<file path="config.mk">
export PLATFORM = sky130hd
export DESIGN_NAME = regfile_multiport_sb_flat
export DESIGN_NICKNAME = d
export VERILOG_FILES = /design/src/rtl/regfile_multiport_sb_if.sv /design/src/rtl/regfile_multiport_sb.sv /design/src/flat_wrapper.sv
export SDC_FILE = /design/constraint.sdc
export NUM_CORES = 1
export LEC_CHECK = 0
export ABC_AREA = 1
export BUFFER_PORTS_ARGS = -buffer_cell sky130_fd_sc_hd__buf_2
export CAP_MARGIN = 5
export CORE_MARGIN = 3
export CORE_UTILIZATION = 46
export CTS_BUF_LIST = sky130_fd_sc_hd__clkbuf_4
export DETAILED_ROUTE_END_ITERATION = 8
export SETUP_SLACK_MARGIN = 0.05
export SLEW_MARGIN = 15
export SYNTH_ARGS = -nofsm -noshare
export SYNTH_HDL_FRONTEND = slang
export SYNTH_SLANG_ARGS = --single-unit
</file>
<file path="constraint.sdc">
create_clock -name clk -period 3.95 [get_ports clk]
set_clock_uncertainty 0.2 [all_clocks]
set_input_delay 0.79 -clock clk [delete_from_list [all_inputs] [get_ports clk]]
set_output_delay 0.79 -clock clk [all_outputs]
set_load 0.01 [all_outputs]
</file>
<file path="src/rtl/regfile_multiport_sb_if.sv">
// Operand-fetch / writeback / reserve bus of the multiport register file.
// Decode and writeback drive through master; the register file sits on slave.
interface regfile_multiport_sb_if #(
  parameter int DATA_W = 32,
  parameter int ADDR_W = 4,
  parameter int N_RD   = 2
);
  logic [N_RD*ADDR_W-1:0] rd_addr;
  logic                   rd_ld;
  logic                   rd_clr;
  logic [N_RD*DATA_W-1:0] rd_data;
  logic [N_RD-1:0]        rd_busy;
  logic                   wr_en;
  logic [ADDR_W-1:0]      wr_addr;
  logic [DATA_W-1:0]      wr_data;
  logic                   rsv_en;
  logic [ADDR_W-1:0]      rsv_addr;
  logic [2**ADDR_W-1:0]   busy_vec;

  modport master (
    output rd_addr, rd_ld, rd_clr, wr_en, wr_addr, wr_data, rsv_en, rsv_addr,
    input  rd_data, rd_busy, busy_vec
  );

  modport slave (
    input  rd_addr, rd_ld, rd_clr, wr_en, wr_addr, wr_data, rsv_en, rsv_addr,
    output rd_data, rd_busy, busy_vec
  );
endinterface

</file>
<file path="src/rtl/regfile_multiport_sb.sv">
// Register file, N_RD registered read ports (1 cycle), one write port, busy scoreboard; no backpressure.
// Define RF_BYPASS_EN to forward same-cycle writeback data into the read ports.
module regfile_multiport_sb #(
  parameter int DATA_W   = 32,
  parameter int ADDR_W   = 4,
  parameter int N_RD     = 2,
  parameter int ZERO_REG = 0
) (
  input  logic                   clk,
  input  logic                   rst,
  regfile_multiport_sb_if.slave  rf
);
  localparam int DEPTH = 2**ADDR_W;

  logic [DATA_W-1:0]      regs_q [DEPTH];
  logic [DEPTH-1:0]       busy_q;
  logic [DEPTH-1:0]       busy_d;
  logic [N_RD*DATA_W-1:0] rd_data_q;
  logic [N_RD*DATA_W-1:0] rd_data_d;
  logic [N_RD-1:0]        rd_busy_q;
  logic [N_RD-1:0]        rd_busy_d;
  logic [ADDR_W-1:0]      ra;
  logic [DATA_W-1:0]      rv;
  logic                   rb;
  logic                   wr_ok;

  assign wr_ok = rf.wr_en && !((ZERO_REG != 0) && (rf.wr_addr == '0));

  always_ff @(posedge clk) begin
    if (rst) begin
      for (int i = 0; i < DEPTH; i++) begin
        regs_q[i] <= '0;
      end
    end else if (wr_ok) begin
      regs_q[rf.wr_addr] <= rf.wr_data;
    end
  end

  // Reserve is applied after the writeback clear so a same-address pair ends busy.
  always_comb begin
    busy_d = busy_q;
    if (rf.wr_en) begin
      busy_d[rf.wr_addr] = 1'b0;
    end
    if (rf.rsv_en) begin
      busy_d[rf.rsv_addr] = 1'b1;
    end
    if (ZERO_REG != 0) begin
      busy_d[0] = 1'b0;
    end
  end

  always_ff @(posedge clk) begin
    if (rst) begin
      busy_q <= '0;
    end else begin
      busy_q <= busy_d;
    end
  end

  always_comb begin
    rd_data_d = rd_data_q;
    rd_busy_d = rd_busy_q;
    ra        = '0;
    rv        = '0;
    rb        = 1'b0;
    if (rf.rd_clr) begin
      rd_data_d = '0;
      rd_busy_d = '0;
    end else if (rf.rd_ld) begin
      for (int p = 0; p < N_RD; p++) begin
        ra = rf.rd_addr[p*ADDR_W +: ADDR_W];
        rv = regs_q[ra];
        rb = busy_q[ra];
`ifdef RF_BYPASS_EN
        if (rf.wr_en && (ra == rf.wr_addr)) begin
          rv = rf.wr_data;
          rb = rf.rsv_en && (rf.rsv_addr == rf.wr_addr);
        end
`endif
        if ((ZERO_REG != 0) && (ra == '0)) begin
          rv = '0;
          rb = 1'b0;
        end
        rd_data_d[p*DATA_W +: DATA_W] = rv;
        rd_busy_d[p]                  = rb;
      end
    end
  end

  always_ff @(posedge clk) begin
    if (rst) begin
      rd_data_q <= '0;
      rd_busy_q <= '0;
    end else begin
      rd_data_q <= rd_data_d;
      rd_busy_q <= rd_busy_d;
    end
  end

  assign rf.rd_data  = rd_data_q;
  assign rf.rd_busy  = rd_busy_q;
  assign rf.busy_vec = busy_q;
endmodule

</file>
<file path="src/flat_wrapper.sv">
// flat-port wrapper written by rule: the top's interface ports become plain ports
module regfile_multiport_sb_flat 
#(
  parameter int DATA_W   = 32,
  parameter int ADDR_W   = 4,
  parameter int N_RD     = 2,
  parameter int ZERO_REG = 0
)
  (clk, rst, rf_rd_addr, rf_rd_ld, rf_rd_clr, rf_wr_en, rf_wr_addr, rf_wr_data, rf_rsv_en, rf_rsv_addr, rf_rd_data, rf_rd_busy, rf_busy_vec);
  regfile_multiport_sb_if #(.DATA_W(DATA_W), .ADDR_W(ADDR_W), .N_RD(N_RD)) rf_i ();
  input  logic clk;
  input  logic rst;
  input wire logic [$bits(rf_i.rd_addr)-1:0] rf_rd_addr;
  input wire logic [$bits(rf_i.rd_ld)-1:0] rf_rd_ld;
  input wire logic [$bits(rf_i.rd_clr)-1:0] rf_rd_clr;
  input wire logic [$bits(rf_i.wr_en)-1:0] rf_wr_en;
  input wire logic [$bits(rf_i.wr_addr)-1:0] rf_wr_addr;
  input wire logic [$bits(rf_i.wr_data)-1:0] rf_wr_data;
  input wire logic [$bits(rf_i.rsv_en)-1:0] rf_rsv_en;
  input wire logic [$bits(rf_i.rsv_addr)-1:0] rf_rsv_addr;
  output wire logic [$bits(rf_i.rd_data)-1:0] rf_rd_data;
  output wire logic [$bits(rf_i.rd_busy)-1:0] rf_rd_busy;
  output wire logic [$bits(rf_i.busy_vec)-1:0] rf_busy_vec;
  assign rf_i.rd_addr = rf_rd_addr;
  assign rf_i.rd_ld = rf_rd_ld;
  assign rf_i.rd_clr = rf_rd_clr;
  assign rf_i.wr_en = rf_wr_en;
  assign rf_i.wr_addr = rf_wr_addr;
  assign rf_i.wr_data = rf_wr_data;
  assign rf_i.rsv_en = rf_rsv_en;
  assign rf_i.rsv_addr = rf_rsv_addr;
  assign rf_rd_data = rf_i.rd_data;
  assign rf_rd_busy = rf_i.rd_busy;
  assign rf_busy_vec = rf_i.busy_vec;
  regfile_multiport_sb #(.DATA_W(DATA_W), .ADDR_W(ADDR_W), .N_RD(N_RD), .ZERO_REG(ZERO_REG)) u_core (.clk(clk), .rst(rst), .rf(rf_i));
endmodule
</file>
**Word level (Yosys, flattened, before mapping)**

Memories as Yosys holds them, arrays and structs flattened. A register that Yosys moved wholly into a read port is not among the register bits.
Cells that the tools add are included.

- Register bits: 18
- Memory bits (writable): 512
- Word-level logic and storage cells: 34
- Memories kept: 1

- $lt $le $gt $ge: 6
- Multiplexer cells: 18
- Bitwise gates (word level): 3
- Reduce and logical (&&, ||, !) cells: 4

Memory list:

| name | depth | bits a word | read ports | clocked after Yosys merged registers in | wr ports | RTL line | RTL |
|---|---|---|---|---|---|---|---|
| u_core.regs_q | 16 | 32 | 2 | 2 | 16 | regfile_multiport_sb.sv:15 | `logic [DATA_W-1:0] regs_q [DEPTH];` |

Operators by type and width:

| cell | number |
|---|---|
| $mux W16 | 2 |
| $mux W32 | 1 |
| $reduce_or A32 Y1 | 1 |
| $lt A4 B5 Y1 const B | 4 |
| $and A16 B16 Y16 | 1 |
| $not A16 Y16 | 1 |
| $or A16 B16 Y16 | 1 |
| $mux W1 | 10 |
| $bmux W1 S4 | 2 |
| $demux W1 S4 | 2 |
| $ge A4 B1 Y1 const B | 2 |
| $mux W4 | 1 |
| $logic_and A1 B1 Y1 | 2 |
| $reduce_or A2 Y1 | 1 |

**Depth between registers and ports, before layout**

Gate-level depths: netlist of the first run.

- Depth in word-level cells: 9
- Depth in mapped cells: 11

**Worst setup path before layout of the first run**

OpenSTA, ideal clock, no wires.

- Path kind: input-to-reg
- Start point: input port rst
- End point: memory u_core.regs_q[4][0], enable pin
- Data arrival time: 2289 ps
- Required time: 3361 ps
- Setup slack: 1071 ps
- Cell stages on the path: 7
- Path through: buf_6 > inv_2 > nand2_2 > inv_2 > nand3_2 > buf_2 > nand2_1

RTL lines:

| what | RTL line | RTL |
|---|---|---|
| start, declared | flat_wrapper.sv:12 | `input logic rst;` |
| end, declared | regfile_multiport_sb.sv:15 |  |

**Worst setup path after layout of the first run**

- Start point: register u_core.rd_data_q[54], in the netlist u_core.rf.rd_data[54] (read register of u_core.regs_q)
- End point: output port rf_rd_data[54]

RTL lines:

| what | RTL line | RTL |
|---|---|---|
| start, declared | regfile_multiport_sb.sv:18 | `logic [N_RD*DATA_W-1:0] rd_data_q;` |
| end, declared | flat_wrapper.sv:21 | `output wire logic [$bits(rf_i.rd_data)-1:0] rf_rd_data;` |

No word-level cell between the ends.

==> results of run 1 <==
==> timing repair <==
item / CTS / global route
hold buffers: 11 / 0
buffers inserted: 0 / 0
hold endpoints to repair: 16 / 0
==> synthesized netlist by cell type (2+ instances only) <==
master and number:
nand2_1 1424, nand3_1 871, nor2_1 658, edfxtp_1 512, buf_2 197, inv_1 117
dfxtp_1 82, clkbuf_1 80, buf_4 26, buf_1 18, inv_2 10, nand3_2 8
a32o_1 5, a21oi_1 4, nor3_1 4, o31ai_1 3, o21ai_0 2
==> flip-flops by register name, indices dropped and copies added, names as in the netlist <==
register            count
u_core.rf.rd_busy       2
u_core.rf.busy_vec     16
u_core.regs_q         512
u_core.rf.rd_data      64
==> power by group through the flow <==
stage | Sequential [mW] | Clock, mW | Combinational, mW
detailed placement | 7.47 | 0 | 1.89
CTS | 7.34 | 5.79 | 1.91
global placement | 7.47 | 0 | 1.88
finish | 7.35 | 5.71 | 1.94
floorplan | 7.44 | 0 | 1.20
global route | 7.38 | 6.13 | 2.10
==> kinds of logic (layout without fill, tap and decap cells) <==
logic type	count (synthesis)	count (layout)	share of synthesized area
simple gates	2969	2969	0.391
compound gates	14	14	0.00326
buf+inv	449	638	0.0648
flops	594	594	0.541
other cells	0	4	0
==> path summary, 6_finish.rpt <==
kind              slack, ns                                  to  cells past startpoint
setup / recovery       1.22                      rf_rd_data[54]                      1
hold / removal         0.13  u_core.rf.rd_data[47]$_SDFFE_PP0P_                      7
setup reg to reg       2.32  u_core.rf.rd_data[24]$_SDFFE_PP0P_                      8
hold reg to reg        0.33   u_core.rf.busy_vec[11]$_SDFF_PP0_                      2
==> cells in the final DEF, fill, tap and decap left out, drive strengths merged, types with 4 or more instances in the layout <==
cell and count:
a21oi 4, a32o 5, buf 211, clkbuf 248
clkinv 33, dfxtp 82, diode 4, dlygate4sd3 11
edfxtp 512, inv 130, nand2 1425, nand3 879
nor2 659, nor3 4
==> final cells by class <==
cell class | count | share of cell area
clock inverter | 41 | 0.00693
clock buffer | 246 | 0.0530
timing repair buffer | 224 | 0.0478
inverter | 127 | 0.0143
tap | 873 | 0.0314
sequential | 594 | 0.489
multi-input combinational | 2983 | 0.358
antenna | 4 | 0.000287
==> per-layer routing <==
layer	global-route usage	vias up	share of wire
li1	-	13400	-
met1	0.438	13700	0.39
met2	0.520	1925	0.45
met3	0.0751	373	0.12
met4	0.176	6	0.048
met5	0	-	0.00067
==> run_summary.xml, run 1 <==
<?xml version="1.0" encoding="UTF-8"?>
<metrics>
  <group name="status">
    <metric name="status" unit="">complete, no violations</metric>
  </group>
  <group name="timing">
    <metric name="worst_slew_pin_slew" unit="ns">1.16</metric>
    <metric name="part_of_the_cycle_the_worst_path_needs" unit="">0.691</metric>
    <metric name="max_slew_margin" unit="">0.225</metric>
    <metric name="finalSetupViolCount" unit="">0</metric>
    <metric name="report.final.hold_viol_count" unit="">0</metric>
    <metric name="finalSetupTns" unit="ns">0</metric>
    <metric name="final.hold.worst_slack" unit="ns">0.126</metric>
    <metric name="finalWorstSetupSlack" unit="ns">1.22</metric>
    <metric name="drv_slew" unit="">0</metric>
    <metric name="rsz0062_at_grt" unit="">no</metric>
    <metric name="layout_min_cycle_time" unit="ns">2.73</metric>
    <metric name="max_clock_freq" unit="MHz">366</metric>
  </group>
  <group name="placed_design">
    <metric name="numPlacedInstances" unit="">4790</metric>
    <metric name="globalplace.congestion" unit="">0.849</metric>
    <metric name="io_buffer_count" unit="">135</metric>
    <metric name="hpwl_after_detailed_placement" unit="µm">64100</metric>
    <metric name="dp_worst_setup_slack" unit="ns">0.801</metric>
    <metric name="detailed_place.area" unit="µm²">32600</metric>
  </group>
  <group name="clocking">
    <metric name="cts.repair.resized" unit="">0</metric>
    <metric name="clockRootBuffer" unit="">clkbuf_4</metric>
    <metric name="clock_path_buffers" unit="">3</metric>
    <metric name="clock_tree_from_tritoncts" unit="">done</metric>
    <metric name="clkSlewWorstSetupHoldPaths" unit="ns">0.06</metric>
    <metric name="cts_htree_levels" unit="">4</metric>
    <metric name="clkLatencyLatePin" unit="ns">1.04</metric>
    <metric name="cts_made_buffers" unit="">161</metric>
    <metric name="clock_sink_count" unit="">594</metric>
  </group>
  <group name="logic_synthesis">
    <metric name="post_synth_main_area_contributors" unit="">edfxtp_1, nand2_1, nand3_1, nor2_1, dfxtp_1</metric>
    <metric name="synth_enable_flop_cells" unit="">512</metric>
    <metric name="netlist_instances" unit="">4026</metric>
    <metric name="synth-async-reset-ratio" unit="">0</metric>
    <metric name="netlist.top_cell.by_area" unit="">edfxtp_1</metric>
    <metric name="ys_seq_elements" unit="">594</metric>
    <metric name="yosys_warnings" unit="">0</metric>
    <metric name="netlist.area_leader.share" unit="">0.489</metric>
    <metric name="netlist-cell-type-count" unit="">22</metric>
    <metric name="mappedNetlistArea" unit="µm²">31500</metric>
    <metric name="synth.yosys.seq_area_share" unit="">0.541</metric>
    <metric name="synth_area_per_cell" unit="µm²">7.81</metric>
    <metric name="synth_flop_cell" unit="">edfxtp_1</metric>
    <metric name="synthesis.nets" unit="">4080</metric>
  </group>
  <group name="floorplanning">
    <metric name="die_area" unit="µm²">71600</metric>
    <metric name="core" unit="µm²">67400</metric>
    <metric name="effective_utilization_at_floorplan" unit="">0.467</metric>
    <metric name="floorplan.die.width" unit="µm">267</metric>
    <metric name="boundaryPins" unit="">136</metric>
    <metric name="std_cell_rows" unit="">95</metric>
    <metric name="die_height" unit="µm">267</metric>
  </group>
  <group name="setup_path">
    <metric name="req_time_crit_path" unit="ns">2.96</metric>
    <metric name="critical-path-top-delay-family" unit="">flip-flops</metric>
    <metric name="worst_setup_path_start" unit="">u_core.rf.rd_data[54]$_SDFFE_PP0P_</metric>
    <metric name="setup.worst_path.end_class" unit="">output port</metric>
    <metric name="cp_slowest_stage_delay" unit="ns">0.52</metric>
    <metric name="critical_path.cell_chain" unit="">buf_2</metric>
    <metric name="critical_path.slowest_cell" unit="">dfxtp_1</metric>
    <metric name="sum_of_buffers_and_inverters_on_the_critical_path" unit="">1</metric>
    <metric name="setup.worst_path.start_class" unit="">flop</metric>
    <metric name="arrival_time_of_the_worst_setup_path" unit="ns">1.74</metric>
    <metric name="path_class" unit="">reg2out</metric>
    <metric name="regToRegStartpoint" unit="">u_core.regs_q[14][24]$_SDFFCE_PN0P_</metric>
    <metric name="worst-path-max-fanout" unit="">2</metric>
  </group>
  <group name="power_and_ir_drop">
    <metric name="power_density" unit="nW/µm²">431</metric>
    <metric name="power_frac_clock" unit="">0.381</metric>
    <metric name="p_leak" unit="nW">15.4</metric>
    <metric name="switching_power_of_the_nets" unit="mW">4.30</metric>
    <metric name="power_frac_comb" unit="">0.129</metric>
    <metric name="power_frac_seq" unit="">0.490</metric>
    <metric name="post-layout-total-power" unit="mW">15.0</metric>
    <metric name="internal_power" unit="mW">10.7</metric>
    <metric name="power.share.switching" unit="">0.286</metric>
    <metric name="ir_worst_vdd" unit="mV">0.272</metric>
  </group>
  <group name="global_route">
    <metric name="all_layer_gr_usage" unit="">0.334</metric>
    <metric name="grt_antenna_before_repair" unit="">4</metric>
    <metric name="grt_pass1_wl" unit="µm">176000</metric>
    <metric name="via_count_of_the_first_global_routing_pass" unit="">27700</metric>
    <metric name="grt_overflow_total" unit="">0</metric>
    <metric name="grt_max_degree" unit="">133</metric>
  </group>
  <group name="worst_hold_path">
    <metric name="worst_hold_path_type" unit="">in2reg</metric>
    <metric name="hold_path.startpoint" unit="">rf_rd_addr[6]</metric>
  </group>
  <group name="layout">
    <metric name="final_core_util" unit="">0.517</metric>
    <metric name="layout-area-overhead-vs-synth" unit="%">10.7</metric>
    <metric name="seqCellArea" unit="µm²">17000</metric>
    <metric name="design.final.nets" unit="">4145</metric>
    <metric name="post_layout_nonfiller_instances" unit="">5092</metric>
    <metric name="final_cell_area" unit="µm²">34800</metric>
    <metric name="layout.filler_cells" unit="">6462</metric>
    <metric name="final_layout_size_suffix_gt1_frac" unit="">0.122</metric>
    <metric name="multiInputGateArea" unit="µm²">12500</metric>
  </group>
  <group name="flow_run">
    <metric name="maxCapViolCount" unit="">0</metric>
  </group>
  <group name="routing">
    <metric name="first_pass_iters" unit="">6</metric>
    <metric name="initialDrtViolationCount" unit="">3625</metric>
    <metric name="routed_wire_length_per_instance" unit="µm">23.6</metric>
    <metric name="post_route_ant_nets" unit="">0</metric>
    <metric name="totalWireLength" unit="µm">120000</metric>
    <metric name="drc_errors" unit="">0</metric>
    <metric name="via_density_per_instance" unit="">5.78</metric>
    <metric name="detailroute.via_count" unit="">29400</metric>
  </group>
</metrics>
No activity file was read; power rests on OpenSTA's default activity.
==> run 2, diff against run 1 <==
Clock period 3.95 ns to 2.6 ns, I/O delays scaled along.
==> run_summary.xml, run 2 (same netlist as run 1, synthesis figures left out) <==
<?xml version="1.0" encoding="UTF-8"?>
<metrics>
  <group name="status">
    <metric name="status" unit="">complete, no violations</metric>
  </group>
  <group name="placed_design">
    <metric name="globalplace.congestion" unit="">0.854</metric>
    <metric name="hpwl_after_detailed_placement" unit="µm">68000</metric>
    <metric name="io_buffer_count" unit="">135</metric>
    <metric name="detailed_place.area" unit="µm²">33500</metric>
  </group>
  <group name="global_route">
    <metric name="grtUsageMet3" unit="">0.0684</metric>
    <metric name="grt_pass1_wl" unit="µm">178000</metric>
    <metric name="all_layer_gr_usage" unit="">0.336</metric>
    <metric name="grt_use_met2" unit="">0.525</metric>
    <metric name="grt_antenna_before_repair" unit="">3</metric>
    <metric name="grt_most_used_layer" unit="">met2</metric>
    <metric name="grt_overflow_total" unit="">0</metric>
    <metric name="grt_max_degree" unit="">87</metric>
    <metric name="via_count_of_the_first_global_routing_pass" unit="">28500</metric>
    <metric name="grt_util_met1" unit="">0.448</metric>
  </group>
  <group name="floorplanning">
    <metric name="die_area" unit="µm²">71600</metric>
    <metric name="die_height" unit="µm">267</metric>
    <metric name="effective_utilization_at_floorplan" unit="">0.467</metric>
    <metric name="floorplan.die.width" unit="µm">267</metric>
    <metric name="boundaryPins" unit="">136</metric>
    <metric name="core" unit="µm²">67400</metric>
    <metric name="std_cell_rows" unit="">95</metric>
  </group>
  <group name="timing">
    <metric name="finalSetupTns" unit="ns">0</metric>
    <metric name="finalSetupViolCount" unit="">0</metric>
    <metric name="report.final.hold_viol_count" unit="">0</metric>
    <metric name="max_slew_margin" unit="">0.486</metric>
    <metric name="final.hold.worst_slack" unit="ns">0.0802</metric>
    <metric name="drv_slew" unit="">0</metric>
    <metric name="part_of_the_cycle_the_worst_path_needs" unit="">0.970</metric>
    <metric name="layout_min_cycle_time" unit="ns">2.52</metric>
    <metric name="max_clock_freq" unit="MHz">397</metric>
    <metric name="rsz0062_at_grt" unit="">yes</metric>
    <metric name="worst_slew_pin_slew" unit="ns">0.770</metric>
  </group>
  <group name="flow_run">
    <metric name="maxCapViolCount" unit="">0</metric>
  </group>
  <group name="layout">
    <metric name="leading_cell_type_in_the_layout_fill_and_taps_excluded" unit="">nand2_1</metric>
    <metric name="leading_cell_types_in_the_layout_fill_and_taps_excluded" unit="">nand2_1, nand3_1, nor2_1</metric>
    <metric name="final_cell_area" unit="µm²">36400</metric>
    <metric name="design.final.nets" unit="">4252</metric>
    <metric name="final_layout_size_suffix_gt1_frac" unit="">0.135</metric>
    <metric name="largest_register_ff_count" unit="">512</metric>
    <metric name="layout-area-overhead-vs-synth" unit="%">15.8</metric>
    <metric name="largest-register" unit="">u_core.regs_q</metric>
  </group>
  <group name="clocking">
    <metric name="clock_path_buffers" unit="">3</metric>
    <metric name="clkSlewWorstSetupHoldPaths" unit="ns">0.07</metric>
    <metric name="cts_htree_levels" unit="">4</metric>
    <metric name="post_cts_buffers" unit="">0</metric>
    <metric name="cts_made_buffers" unit="">162</metric>
    <metric name="clock_sink_count" unit="">594</metric>
    <metric name="clkLatencyLatePin" unit="ns">1.05</metric>
    <metric name="clock_tree_from_tritoncts" unit="">done</metric>
    <metric name="clockRootBuffer" unit="">clkbuf_4</metric>
  </group>
  <group name="setup_path">
    <metric name="req_time_crit_path" unit="ns">3.37</metric>
    <metric name="worst-path-max-fanout" unit="">23</metric>
    <metric name="path_class" unit="">in2reg</metric>
    <metric name="arrival_time_of_the_worst_setup_path" unit="ns">3.29</metric>
    <metric name="cp_slowest_stage_delay" unit="ns">0.57</metric>
    <metric name="critical_path.cell_chain" unit="">dlygate4sd3_1, buf_4, inv_4, buf_12, nand3_1, nand2_1, nand2_1, nand3_1, dlygate4sd3_1, nand2_1, dlygate4sd3_1, inv_1</metric>
    <metric name="critical_path.slowest_cell" unit="">dlygate4sd3_1</metric>
    <metric name="setup.worst_path.end_class" unit="">flop</metric>
    <metric name="setup.worst_path.start_class" unit="">input pin</metric>
  </group>
  <group name="power_and_ir_drop">
    <metric name="power_density" unit="nW/µm²">641</metric>
    <metric name="p_leak" unit="nW">16.1</metric>
    <metric name="ir_worst_vdd" unit="mV">0.401</metric>
  </group>
  <group name="routing">
    <metric name="drc_errors" unit="">0</metric>
    <metric name="post_route_ant_nets" unit="">0</metric>
    <metric name="totalWireLength" unit="µm">120000</metric>
    <metric name="first_pass_iters" unit="">8</metric>
    <metric name="initialDrtViolationCount" unit="">3920</metric>
    <metric name="routed_wire_length_per_instance" unit="µm">23.1</metric>
    <metric name="via_density_per_instance" unit="">5.73</metric>
    <metric name="detailroute.via_count" unit="">29800</metric>
  </group>
  <group name="worst_hold_path">
    <metric name="worst_hold_path_type" unit="">in2reg</metric>
  </group>
</metrics>
==> run 2: cell types whose count changed in the layout (fill, tap and decap cells not counted), sizes merged, moves of 2 or more <==
cell,previous run,this run
clkinv,33,21
dlygate4sd3,11,66
diode,4,6
buf,211,260
clkbuf,248,266
==> run 2: stage by stage <==
stage,cells,power [mW],setup slack (ns),util
2_1_floorplan,4026,13.1,-0.0000995,-
3_5_place_dp,4839,14.4,0.356,0.497
6_report,5205,23.3,0.0785,0.541
5_1_grt,5205,24.3,0.0474,0.541
3_3_place_gp,4839,14.4,0.369,0.497
4_1_cts,5198,23.4,0.0668,0.539
==> run 2: final cells by class <==
type                            count  area [µm²]
Clock inverter                     30         224
Tap cell                          873        1090
Inverter                          127         503
Timing Repair Buffer              330        3160
Antenna cell                        6        15.0
Sequential cell                   594       17000
Clock buffer                      262        1970
Multi-Input combinational cell   2983       12500
Fill cell                        6389       31000
==> run 2: layer usage <==
| metal | share of wire | up-vias |
|---|---|---|
| met5 | 0.00014 | - |
| met4 | 0.047 | 2 |
| met3 | 0.11 | 360 |
| met2 | 0.45 | 1991 |
| met1 | 0.39 | 13800 |
| li1 | - | 13600 |
==> run 2: critical path: cells and delay by family <==
kind / cells / cell delay (ns)
buffers and inverters: 7 / 2.37
and+or+nand+nor: 5 / 0.36
==> run 2: final timing paths <==
check	slack, ns	endpoint	cells past startpoint	from
min reg2reg	0.31	u_core.rf.busy_vec[8]$_SDFF_PP0_	2	u_core.rf.busy_vec[8]$_SDFF_PP0_
max	0.08	u_core.rf.rd_data[63]$_SDFFE_PP0P_	12	rf_rd_addr[6]
min	0.08	u_core.rf.rd_data[22]$_SDFFE_PP0P_	8	rf_rd_addr[2]
max reg2reg	0.29	u_core.rf.rd_data[63]$_SDFFE_PP0P_	10	u_core.regs_q[7][31]$_SDFFCE_PN0P_
==> run 2: where the power goes <==
group / internal [mW] / switching [mW]
sequential: 10.9 / 0.294
clock: 4.92 / 4.07
combinational: 0.993 / 2.18
total: 16.8 / 6.55
==> run 2: repair_timing <==
action,CTS,global route
setup endpoints to repair,0,4
endpoints found under the hold margin,607,0
gates resized for setup,0,8
hold buffers,67,0
